$ cat src/rtl/cpu_types_pkg.sv
// cpu_types_pkg: shared pipeline-control types and latch-control constants
package cpu_types_pkg;
  typedef enum logic [1:0] {RUN, DWAIT, DRAIN, HALTED} ctrl_state_t;
  typedef struct packed {
    logic en;
    logic flush;
    logic freeze;
  } latch_ctrl_t;
  localparam latch_ctrl_t ADV  = 3'b100;
  localparam latch_ctrl_t HOLD = 3'b101;
  localparam latch_ctrl_t BUB  = 3'b110;
  localparam latch_ctrl_t OFF  = 3'b000;
endpackage

$ cat src/rtl/hazard_detect.sv
// hazard_detect: combinational load-use hazard compare between id_ex and if_id
module hazard_detect #(
  parameter int REG_W = 5
) (
  input  logic             ex_is_load,
  input  logic [REG_W-1:0] ex_rd,
  input  logic [REG_W-1:0] id_rs1,
  input  logic [REG_W-1:0] id_rs2,
  input  logic             id_use_rs1,
  input  logic             id_use_rs2,
  output logic             lu
);
  assign lu = ex_is_load && ex_rd != '0 &&
              ((id_use_rs1 && id_rs1 == ex_rd) || (id_use_rs2 && id_rs2 == ex_rd));
endmodule

$ cat src/rtl/pipeline_ctrl.sv
// pipeline_ctrl: per-cycle stall/flush/halt sequencer for the pipeline latches and PC
module pipeline_ctrl import cpu_types_pkg::*; #(
  parameter int CNT_W = 32,
  parameter int REG_W = 5
) (
  input  logic             CLK,
  input  logic             RST,
  input  logic             ihit,
  input  logic             dreq,
  input  logic             dhit,
  input  logic             ex_is_load,
  input  logic [REG_W-1:0] ex_rd,
  input  logic [REG_W-1:0] id_rs1,
  input  logic [REG_W-1:0] id_rs2,
  input  logic             id_use_rs1,
  input  logic             id_use_rs2,
  input  logic             br_mispredict,
  input  logic             mem_halt,
  output logic             ifid_en,
  output logic             ifid_flush,
  output logic             ifid_freeze,
  output logic             idex_en,
  output logic             idex_flush,
  output logic             idex_freeze,
  output logic             exmem_en,
  output logic             exmem_flush,
  output logic             exmem_freeze,
  output logic             memwb_en,
  output logic             memwb_flush,
  output logic             memwb_freeze,
  output logic             pc_en,
  output logic             halt,
  output logic [CNT_W-1:0] cyc_cnt,
  output logic [CNT_W-1:0] stall_cnt,
  output logic [CNT_W-1:0] flush_cnt
);
  ctrl_state_t state, nxt;
  latch_ctrl_t c_if, c_id, c_ex, c_wb;
  logic lu, stall_inc, flush_inc;

  hazard_detect #(.REG_W(REG_W)) u_hazard (
    .ex_is_load(ex_is_load),
    .ex_rd(ex_rd),
    .id_rs1(id_rs1),
    .id_rs2(id_rs2),
    .id_use_rs1(id_use_rs1),
    .id_use_rs2(id_use_rs2),
    .lu(lu)
  );

  assign {ifid_en, ifid_flush, ifid_freeze}    = c_if;
  assign {idex_en, idex_flush, idex_freeze}    = c_id;
  assign {exmem_en, exmem_flush, exmem_freeze} = c_ex;
  assign {memwb_en, memwb_flush, memwb_freeze} = c_wb;
  assign halt = state == HALTED && !RST;

  // Resolve this cycle's hazards by priority into latch controls, PC enable and next state
  always_comb begin
    c_if = ADV;
    c_id = ADV;
    c_ex = ADV;
    c_wb = ADV;
    pc_en = 1'b1;
    nxt = state;
    stall_inc = 1'b0;
    flush_inc = 1'b0;
    if (RST || state == HALTED) begin
      {c_if, c_id, c_ex, c_wb} = {OFF, OFF, OFF, OFF};
      pc_en = 1'b0;
      nxt = RST ? RUN : HALTED;
    end else if (state == DRAIN) begin
      {c_if, c_id, c_ex} = {BUB, BUB, BUB};
      pc_en = 1'b0;
      nxt = HALTED;
    end else if (state == RUN && mem_halt) begin
      {c_if, c_id, c_ex} = {BUB, BUB, BUB};
      pc_en = 1'b0;
      nxt = DRAIN;
    end else if (dreq && !dhit) begin
      {c_if, c_id, c_ex, c_wb} = {HOLD, HOLD, HOLD, HOLD};
      pc_en = 1'b0;
      nxt = DWAIT;
      stall_inc = 1'b1;
    end else begin
      nxt = RUN;
      if (br_mispredict) begin
        {c_if, c_id, c_ex} = {BUB, BUB, BUB};
        flush_inc = 1'b1;
      end else if (lu) begin
        {c_if, c_id} = {HOLD, BUB};
        pc_en = 1'b0;
        stall_inc = 1'b1;
      end else if (!ihit) begin
        c_if = BUB;
        pc_en = 1'b0;
        stall_inc = 1'b1;
      end
    end
  end

  // State register and performance counters; counters freeze once halted
  always_ff @(posedge CLK) begin
    if (RST) begin
      state <= RUN;
      cyc_cnt <= '0;
      stall_cnt <= '0;
      flush_cnt <= '0;
    end else begin
      state <= nxt;
      if (state != HALTED) cyc_cnt <= cyc_cnt + CNT_W'(1);
      if (stall_inc) stall_cnt <= stall_cnt + CNT_W'(1);
      if (flush_inc) flush_cnt <= flush_cnt + CNT_W'(1);
    end
  end
endmodule

$ cat config.mk
export PLATFORM = sky130hd
export DESIGN_NAME = pipeline_ctrl
export DESIGN_NICKNAME = d
export VERILOG_FILES = /design/src/rtl/cpu_types_pkg.sv /design/src/rtl/hazard_detect.sv /design/src/rtl/pipeline_ctrl.sv
export SDC_FILE = /design/constraint.sdc
export NUM_CORES = 1
export LEC_CHECK = 0
export ABC_CLOCK_PERIOD_IN_PS = 3320
export BUFFER_PORTS_ARGS = -buffer_cell sky130_fd_sc_hd__buf_2
export CAP_MARGIN = 15
export CORE_ASPECT_RATIO = 1.4
export CORE_MARGIN = 2
export CORE_UTILIZATION = 47
export CTS_CLUSTER_DIAMETER = 50
export DETAILED_ROUTE_END_ITERATION = 16
export PLACE_DENSITY = 0.73
export SYNTH_ARGS = -nofsm -noshare
export SYNTH_HDL_FRONTEND = slang
export SYNTH_SLANG_ARGS = --single-unit
$ cat constraint.sdc
create_clock -name CLK -period 3.32 [get_ports CLK]
set_clock_uncertainty 0.05 [all_clocks]
set_input_delay 0 -clock CLK [delete_from_list [all_inputs] [get_ports CLK]]
set_output_delay 0 -clock CLK [all_outputs]
set_load 0.02 [all_outputs]
==> impl_results.md, run 1 <==
* Outcome: completed
* Fmax at about 0.41 GHz
* Clock sink count at 98
* Part of the cycle the worst path needs at 73.0%
* Gr usage total at 22.1%
* DR WL/cell at 14.4 um
* Routed Antenna Nets at 0
* Vias post-DR at 4,686
* Drt via density at roughly 5.5
* I/O Buffers at 133
* Post-synthesis mux area share at less than 1%
* Switching share of power at 22.5%
* Synth Area in Compound Gates at 11.1%
* Final Util at ~59%
* Power share of the clock group at approximately 46%
* DRT Wirelength at roughly 12,000 um
* Setup TNS at 0 ns
* Max VDD drop at 0.233 mV
* Async SR Flop Fraction at 0%
* Critical Path Source Type: flip-flop
* Synthesized area at 0.00476 sq mm
* First-pass GRT wire length at 19,500 um
* Dpl hpwl at 8630 um
* Logic pwr share at 5.6%
* Crit path from: stall_cnt[4]
* EDFF count, synth at 0
* Clock transition at path regs at 0.06 ns
* Crit Path Class: flip-flop to flip-flop
* Final setup fails at 0
* Flops & latches, synth at between 90 and 100
* Hold Violations, Final at 0
* HP Start: dhit
* Final Wtd Congestion at 0.903
* Critical path required time at 3.53 ns
* P_int at 1.89 mW
* CTS Buf Count at 9
* H-tree depth at 3
* Die width at 89.0 um
* Post-route DRC at 0
* Final Slew Violations at 0
* CTS tree: built
* CP Max Fanout at 12
* Synth Instances at 587
* Top post-synthesis cells by count: 98 x dfxtp_1, 80 x nor2_1, 46 x a21oi_1, 42 x nand2_1, 36 x xor2_1
* Post-Synth XOR/XNOR Area at 11.6%
* Largest family of logic cells by synthesized area: simple AND/OR/NAND/NOR gates
* Min Tclk post-route at 2.42 ns
* Antenna diodes at 0
* Leakage at 2.29 nW
* DIE AREA at 0.0110 sq mm
* Slew HR at 29.8%
* Crit. End Element: flip-flop
* Share of layout cells above drive strength 1 at 21.8%
* Distinct cell type count after synthesis at 43
* Post-Synth Adder-Cell Area at 0.789%
* Root Buffer Master: clkbuf_16
* Power share of the sequential group at a little under 50%
* Largest net degree at the start of global routing at 103
* Post-synthesis sequential area ratio at 41.2%
* YS warnings at 0
* IO Pins at 135
* Power per cell area at 420 mW/mm^2
* RSZ-0062 raised after global routing: no
* Worst reg2reg path startpoint: stall_cnt[4]
* Simple-Gate Fraction of Synth Area at 30.2%
* Top_reg_cell synth: dfxtp_1
* Initial antenna violation count at 0
* Area leader, netlist: dfxtp_1
* Setup Fix Bufs, Post-CTS at 0
* Clock Tree Buf Depth at 2
* Switch Pwr at 550 uW
* Type of the most critical hold path: primary input to flip-flop
* Starting DRT DRC Count at 220
* Count leader, synth: dfxtp_1
* Core area at 0.00990 sq mm
* Final #Nets at 733
* WP data arrival at between 2 and 3 ns
* Synth top area share at approximately two fifths
* Area contributors post-synth: dfxtp_1 41%, xor2_1 6.6%, nor2_1 6.3%
* DR pass1 iterations at 4
* Starting Density at 48.1%
* Syn-to-layout area delta at 21.9%
* Syn_area_per_cell at 8.10 sq um
* Congestion Overflow GR at 0
* Worst Max-Slew Pin Slew at about 1.1 ns
* Mapped Nets at approximately 620
* Die Y at 123 um
* Vias in the first global route at 4,168
* Max-cap check violation count at 0
* # rows at 43
* Worst-Skew Late Latency at 0.34 ns
-- stage by stage --
| step | hold slack (ns) | instances | instance area, sq um | worst slack (ns) | power, mW |
|---|---|---|---|---|---|
| floorplan | 0.153 | 587 | 4760 | 1.20 | 1.31 |
| global placement | 0.288 | 828 | 5470 | 1.01 | 1.35 |
| detailed placement | 0.293 | 828 | 5470 | 0.939 | 1.36 |
| CTS | 0.00559 | 845 | 5800 | 0.923 | 2.46 |
| global route | 0.0837 | 845 | 5800 | 0.633 | 2.52 |
| finish | 0.00313 | 845 | 5800 | 0.898 | 2.44 |
-- timing repair --
| action | in CTS | in global routing |
|---|---|---|
| endpoints found under the setup margin | 0 | 0 |
| hold buffers | 1 | 0 |
| endpoints found under the hold margin | 1 | 0 |
| resized for setup | 0 | 0 |
-- worst max-delay path: stages (launching register included) --
cell     delay (ns)
dfxtp_1        0.41
nand4_1        0.16
nor2_1         0.25
and4_1         0.48
nand2_1        0.29
or4_1          0.54
a21oi_1        0.15
-- sequential cells by signal, summed over array words and instances (netlist names) --
signal,cells
cyc_cnt,32
flush_cnt,32
stall_cnt,32
state,2
-- power groups by stage --
stage / clock network, mW / logic (mW) / registers (mW)
5_1_grt: 1.18 / 0.150 / 1.19
6_report: 1.11 / 0.136 / 1.19
4_1_cts: 1.13 / 0.137 / 1.19
2_1_floorplan: 0 / 0.0860 / 1.22
3_3_place_gp: 0 / 0.134 / 1.22
3_5_place_dp: 0 / 0.136 / 1.22
-- kinds of logic (layout without fill, tap and decap cells) --
kind of cell / count (synthesis) / in the layout
mux: 3 / 3
simple gates: 280 / 280
fa+ha+maj: 3 / 3
compound gates: 94 / 94
flops: 98 / 98
other cells: 1 / 1
xor+xnor: 63 / 63
buf+inv: 45 / 168
-- layout by cell type (no fill, tap or decap), drive strengths merged, types with 4 or more instances in the layout --
cell type and instances:
nand4 31, clkbuf 10, dfxtp 98, nor2 80
and3 11, buf 136, nor4 6, a21oi 46
nor2b 4, inv 15, nand3 28, xnor2 27
and4 11, o21ai 29, or4 10, and2 5
o31ai 9, nor3 20, or3 27, nand2 42
xor2 36
-- area by class of cell --
| type | instances | area (sq um) |
|---|---|---|
| Fill cell | 947 | 4100 |
| Multi-Input combinational cell | 444 | 2590 |
| Sequential cell | 98 | 1960 |
| Timing Repair Buffer | 137 | 701 |
| Clock buffer | 10 | 229 |
| Tap cell | 135 | 169 |
| Clock inverter | 6 | 91.3 |
| Inverter | 15 | 56.3 |
-- worst paths after layout --
| path | slack [ns] | to | depth (start not counted) |
|---|---|---|---|
| setup / recovery | 0.90 | stall_cnt[17] | 6 |
| hold / removal | 0.003 | state[0] | 4 |
| setup reg to reg | 0.90 | stall_cnt[17] | 6 |
| hold reg to reg | 0.45 | stall_cnt[31] | 2 |
-- per-layer routing --
| layer | global-route usage (%) | vias up | share of wire (%) |
|---|---|---|---|
| met2 | 37.3 | 136 | 50 |
| met3 | 4.67 | 25 | 5.3 |
| li1 | - | 2306 | - |
| met4 | 9.24 | 0 | 2.6 |
| met5 | 0 | - | 0 |
| met1 | 27.2 | 2219 | 42 |
No activity file was read; power rests on OpenSTA's default activity.
==> run 2: changes to the inputs <==
--- a/config.mk
+++ b/config.mk
@@ -5,7 +5,8 @@
 export SDC_FILE = /design/constraint.sdc
 export NUM_CORES = 1
 export LEC_CHECK = 0
-export ABC_CLOCK_PERIOD_IN_PS = 3320
+export ABC_AREA = 1
+export ABC_CLOCK_PERIOD_IN_PS = 2000
 export BUFFER_PORTS_ARGS = -buffer_cell sky130_fd_sc_hd__buf_2
 export CAP_MARGIN = 15
 export CORE_ASPECT_RATIO = 1.4
==> constraint.sdc (replaced) <==
create_clock -name CLK -period 2 [get_ports CLK]
set_clock_uncertainty 0.05 [all_clocks]
set_input_delay 0 -clock CLK [delete_from_list [all_inputs] [get_ports CLK]]
set_output_delay 0 -clock CLK [all_outputs]
set_load 0.02 [all_outputs]
==> run 2 against run 1 <==
Worst setup slack got worse by 0.77 ns. Register-to-register slack got worse by 0.73 ns. Area after synthesis rose by 28%. Power rose by 64%. First-iteration DRC count rose by 43%. Sequential cell count did not move. Worst hold slack improved by 0.029 ns. Critical endpoint is now pc_en.
==> impl_results.md, run 2 <==
* Outcome: completed (unchanged)
* Post-synthesis sequential area ratio at 32.1% (was 41.2%)
* Syn_area_per_cell at 6.21 sq um (was 8.10 sq um)
* Top_reg_cell synth: dfxtp_1 (unchanged)
* Worst Max-Slew Pin Slew at 0.610 ns (was 1.05 ns)
* Place WS at 0.207 ns (was 0.939 ns)
* Drt via density at 5.19 (was 5.55)
* Placed instance area at 0.00695 sq mm (was 0.00547 sq mm)
* Final Wtd Congestion at 0.933 (was 0.903)
* Clock sink count at 98 (unchanged)
* Final #Nets at 1,147 (was 733)
* Dpl hpwl at 13,000 um (was 8630 um)
* DRT Wirelength at 17,100 um (was 12,200 um)
* IO Pins at 135 (unchanged)
* Max-cap check violation count at 0 (unchanged)
* Async SR Flop Fraction at 0% (unchanged)
* CTS tree: built (unchanged)
* Syn-to-layout area delta at 18.8% (was 21.9%)
* WP data arrival at 1.82 ns (was 2.63 ns)
* Commonest non-fill, non-tap cell in the layout: nand2_1 (was buf_2)
* Area leader, netlist: dfxtp_1 (unchanged)
* Routed Antenna Nets at 0 (unchanged)
* Final Slew Violations at 0 (unchanged)
* Distinct cell type count after synthesis at 36 (was 43)
* Dpl cells at 1,259 (was 828)
* # rows at 49 (was 43)
* Power per cell area at 551 mW/mm^2 (was 420 mW/mm^2)
* Core area at 0.0128 sq mm (was 0.00990 sq mm)
* Fmax at approximately 0.53 GHz
* DR WL/cell at 13.4 um (was 14.4 um)
* Crit Path Class: flip-flop to output port (was flip-flop to flip-flop)
* Most frequent cells in the layout: 312 x nand2_1, 133 x buf_2, 121 x nor2_1, 99 x inv_1, 96 x dfxtp_1 (was 132 x buf_2, 98 x dfxtp_1, 80 x nor2_1, 46 x a21oi_1, 42 x nand2_1)
* I/O Buffers at 133 (unchanged)
* H-tree depth at 3 (unchanged)
* Mapped Nets at 1,011 (was 615)
* Min Tclk post-route at 1.87 ns
* Critical path required time at 1.95 ns (was 3.53 ns)
* Antenna diodes at 0 (unchanged)
* Largest net degree at the start of global routing at 52 (was 103)
* Die Y at 139 um (was 123 um)
* Synth top area share at 32.1% (was 41.2%)
* Leakage at 3.14 nW (was 2.29 nW)
* Share of layout cells above drive strength 1 at 18.3% (was 21.8%)
* First-pass GRT wire length at 28,500 um (was 19,500 um)
* Congestion Overflow GR at 0 (unchanged)
* EDFF count, synth at 0 (unchanged)
* CTS Buf Count at 9 (unchanged)
* Overall Power at 4.00 mW (was 2.44 mW)
* Worst Setup Slack, final at 0.125 ns (was 0.898 ns)
* Setup TNS at 0 ns (unchanged)
* Hold Violations, Final at 0 (unchanged)
* # fillers at 1,333 (was 947)
* Die width at 100 um (was 89.0 um)
* Slew HR at 59.2% (was 29.8%)
* Crit path from: state[1] (was stall_cnt[4])
* CP cell instances: nor2_1 -> nand2_1 -> nand2_1 -> nor2_4 -> nand2_4 -> buf_4 -> o21ai_0 -> buf_2 (was nand4_1 -> nor2_1 -> and4_1 -> nand2_1 -> or4_1 -> a21oi_1)
* Critical Path Source Type: flip-flop (unchanged)
* Vias post-DR at 6,617 (was 4,686)
* Critical-path top delay cell: dfxtp_1 (was or4_1)
* RSZ-0062 raised after global routing: no (unchanged)
* Synthesized area at 0.00610 sq mm (was 0.00476 sq mm)
* Top post-synthesis cells by count: 312 x nand2_1, 121 x nor2_1, 99 x inv_1, 98 x dfxtp_1, 81 x a21oi_1 (was 98 x dfxtp_1, 80 x nor2_1, 46 x a21oi_1, 42 x nand2_1, 36 x xor2_1)
* Regs by FF count: cyc_cnt (32), flush_cnt (32), stall_cnt (32) (unchanged)
* Vias in the first global route at 6,068 (was 4,168)
* Crit path top cell by count: nand2_1
* CP Depth at 8 (was 6)
* Post-layout instance area at 0.00725 sq mm (was 0.00580 sq mm)
* Synth Instances at 983 (was 587)
* CP endpoint: pc_en (was stall_cnt[17])
* DIE AREA at 0.0139 sq mm (was 0.0110 sq mm)
* Flops & latches, synth at 98 (unchanged)
* Max incr delay on CP at 0.39 ns (was 0.54 ns)
* Crit. End Element: output port (was flip-flop)
* Part of the cycle the worst path needs at ~94%
* Clock transition at path regs at 0.06 ns (about the same)
* Max VDD drop at 0.339 mV (was 0.233 mV)
* DR pass1 iterations at 4 (unchanged)
* Cell family with most CP delay: simple AND/OR/NAND/NOR gates (unchanged)
* R2r setup slk at 0.17 ns (was 0.90 ns)
* Clock Tree Buf Depth at 2 (unchanged)
* Count leader, synth: nand2_1 (was dfxtp_1)
* Reg2reg path depth at 8 (was 6)
* Initial antenna violation count at 0 (unchanged)
* Root Buffer Master: clkbuf_16 (unchanged)
* Starting DRT DRC Count at 315 (was 220)
* Area contributors post-synth: dfxtp_1 32%, nand2_1 19%, nor2_1 7.4% (was dfxtp_1 41%, xor2_1 6.6%, nor2_1 6.3%)
* Worst reg2reg path startpoint: stall_cnt[2] (was stall_cnt[4])
* Post-route DRC at 0 (unchanged)
* Type of the most critical hold path: primary input to flip-flop (unchanged)
* YS warnings at 0 (unchanged)
* Worst-Skew Late Latency at 0.35 ns (was 0.34 ns)
* Gr usage total at 24.9% (was 22.1%)
* Reg2reg end: stall_cnt[30] (was stall_cnt[17])
* Worst Path Buf+Inv at 2 (was 0)
* Starting Density at 47.9% (was 48.1%)
* Non-Filler Instances at 1,276 (was 845)
* CP Max Fanout at 12 (unchanged)
* Final setup fails at 0 (unchanged)
==> run 2: changes by cell type after synthesis, sizes merged, moves of 14 or more <==
cell	previous run	this run
nand2	42	322
inv	15	105
nor2	80	130
nand3	28	64
a21oi	46	81
nor3	20	50
or3	27	0
xnor2	27	8
nand4	31	13
nand3b	0	14
==> run 2: what timing repair did <==
item,in CTS,in global routing
setup endpoints to repair,0,2
hold endpoints to repair,1,0
setup buffers,0,0
gates resized for setup,0,3
hold buffers,2,0
==> run 2: worst min-delay path by stage <==
stage | start | to | cells past startpoint
after CTS | RST | cyc_cnt[0] | 4
after global routing | RST | cyc_cnt[0] | 4
after floorplan | mem_halt | state[0] | 3
final | RST | cyc_cnt[0] | 4
after global placement | mem_halt | state[0] | 4
after detailed placement | mem_halt | state[0] | 4
==> run 2: stage by stage <==
step / hold slack (ns) / utilization, %
2_1_floorplan: 0.160 / -
3_3_place_gp: 0.267 / 54.5
3_5_place_dp: 0.272 / 54.5
4_1_cts: 0.0285 / 56.8
5_1_grt: 0.0635 / 56.9
6_report: 0.0321 / 56.9
==> run 2: tightest hold or removal path, cell delays in order <==
cell     delay [ns]
buf_2          0.14
inv_4          0.05
nand2_4        0.11
o21ai_0        0.08
==> run 2: kinds of logic (layout without fill, tap and decap cells) <==
group | after synthesis | count (layout) | synth area share (%)
xor gates and xnor gates | 40 | 40 | 5.74
AOI/OAI and AO/OA | 109 | 109 | 9.12
and+or+nand+nor | 596 | 596 | 43.1
other | 1 | 1 | 0.0614
buffers and inverters | 136 | 276 | 9.26
adders and majority gates | 3 | 3 | 0.615
DFF | 98 | 98 | 32.1
==> run 2: layer usage <==
| layer | wire length [um] | track usage (%) |
|---|---|---|
| met1 | 6940 | 29.9 |
| met2 | 8770 | 44.2 |
| met3 | 923 | 4.54 |
| met4 | 423 | 8.22 |
| met5 | 0 | 0 |
==> run 2: where the power goes <==
part	switching [mW]	internal, mW	total (mW)	leakage, nW
combinational	0.252	0.107	0.359	2.21
sequential	0.0166	1.97	1.98	0.791
clock	0.750	0.904	1.65	0.132
==> run 2: cell type report <==
cell class              instances  area [sq um]  share of cell area [%]
clock inverters                 2          12.5                   0.173
multi-input cells             749          3580                    49.4
inverters                     105           399                    5.50
flip-flops and latches         98          1960                    27.1
well taps                     153           191                    2.64
repair buffers                156           843                    11.6
clock buffers                  13           260                    3.59
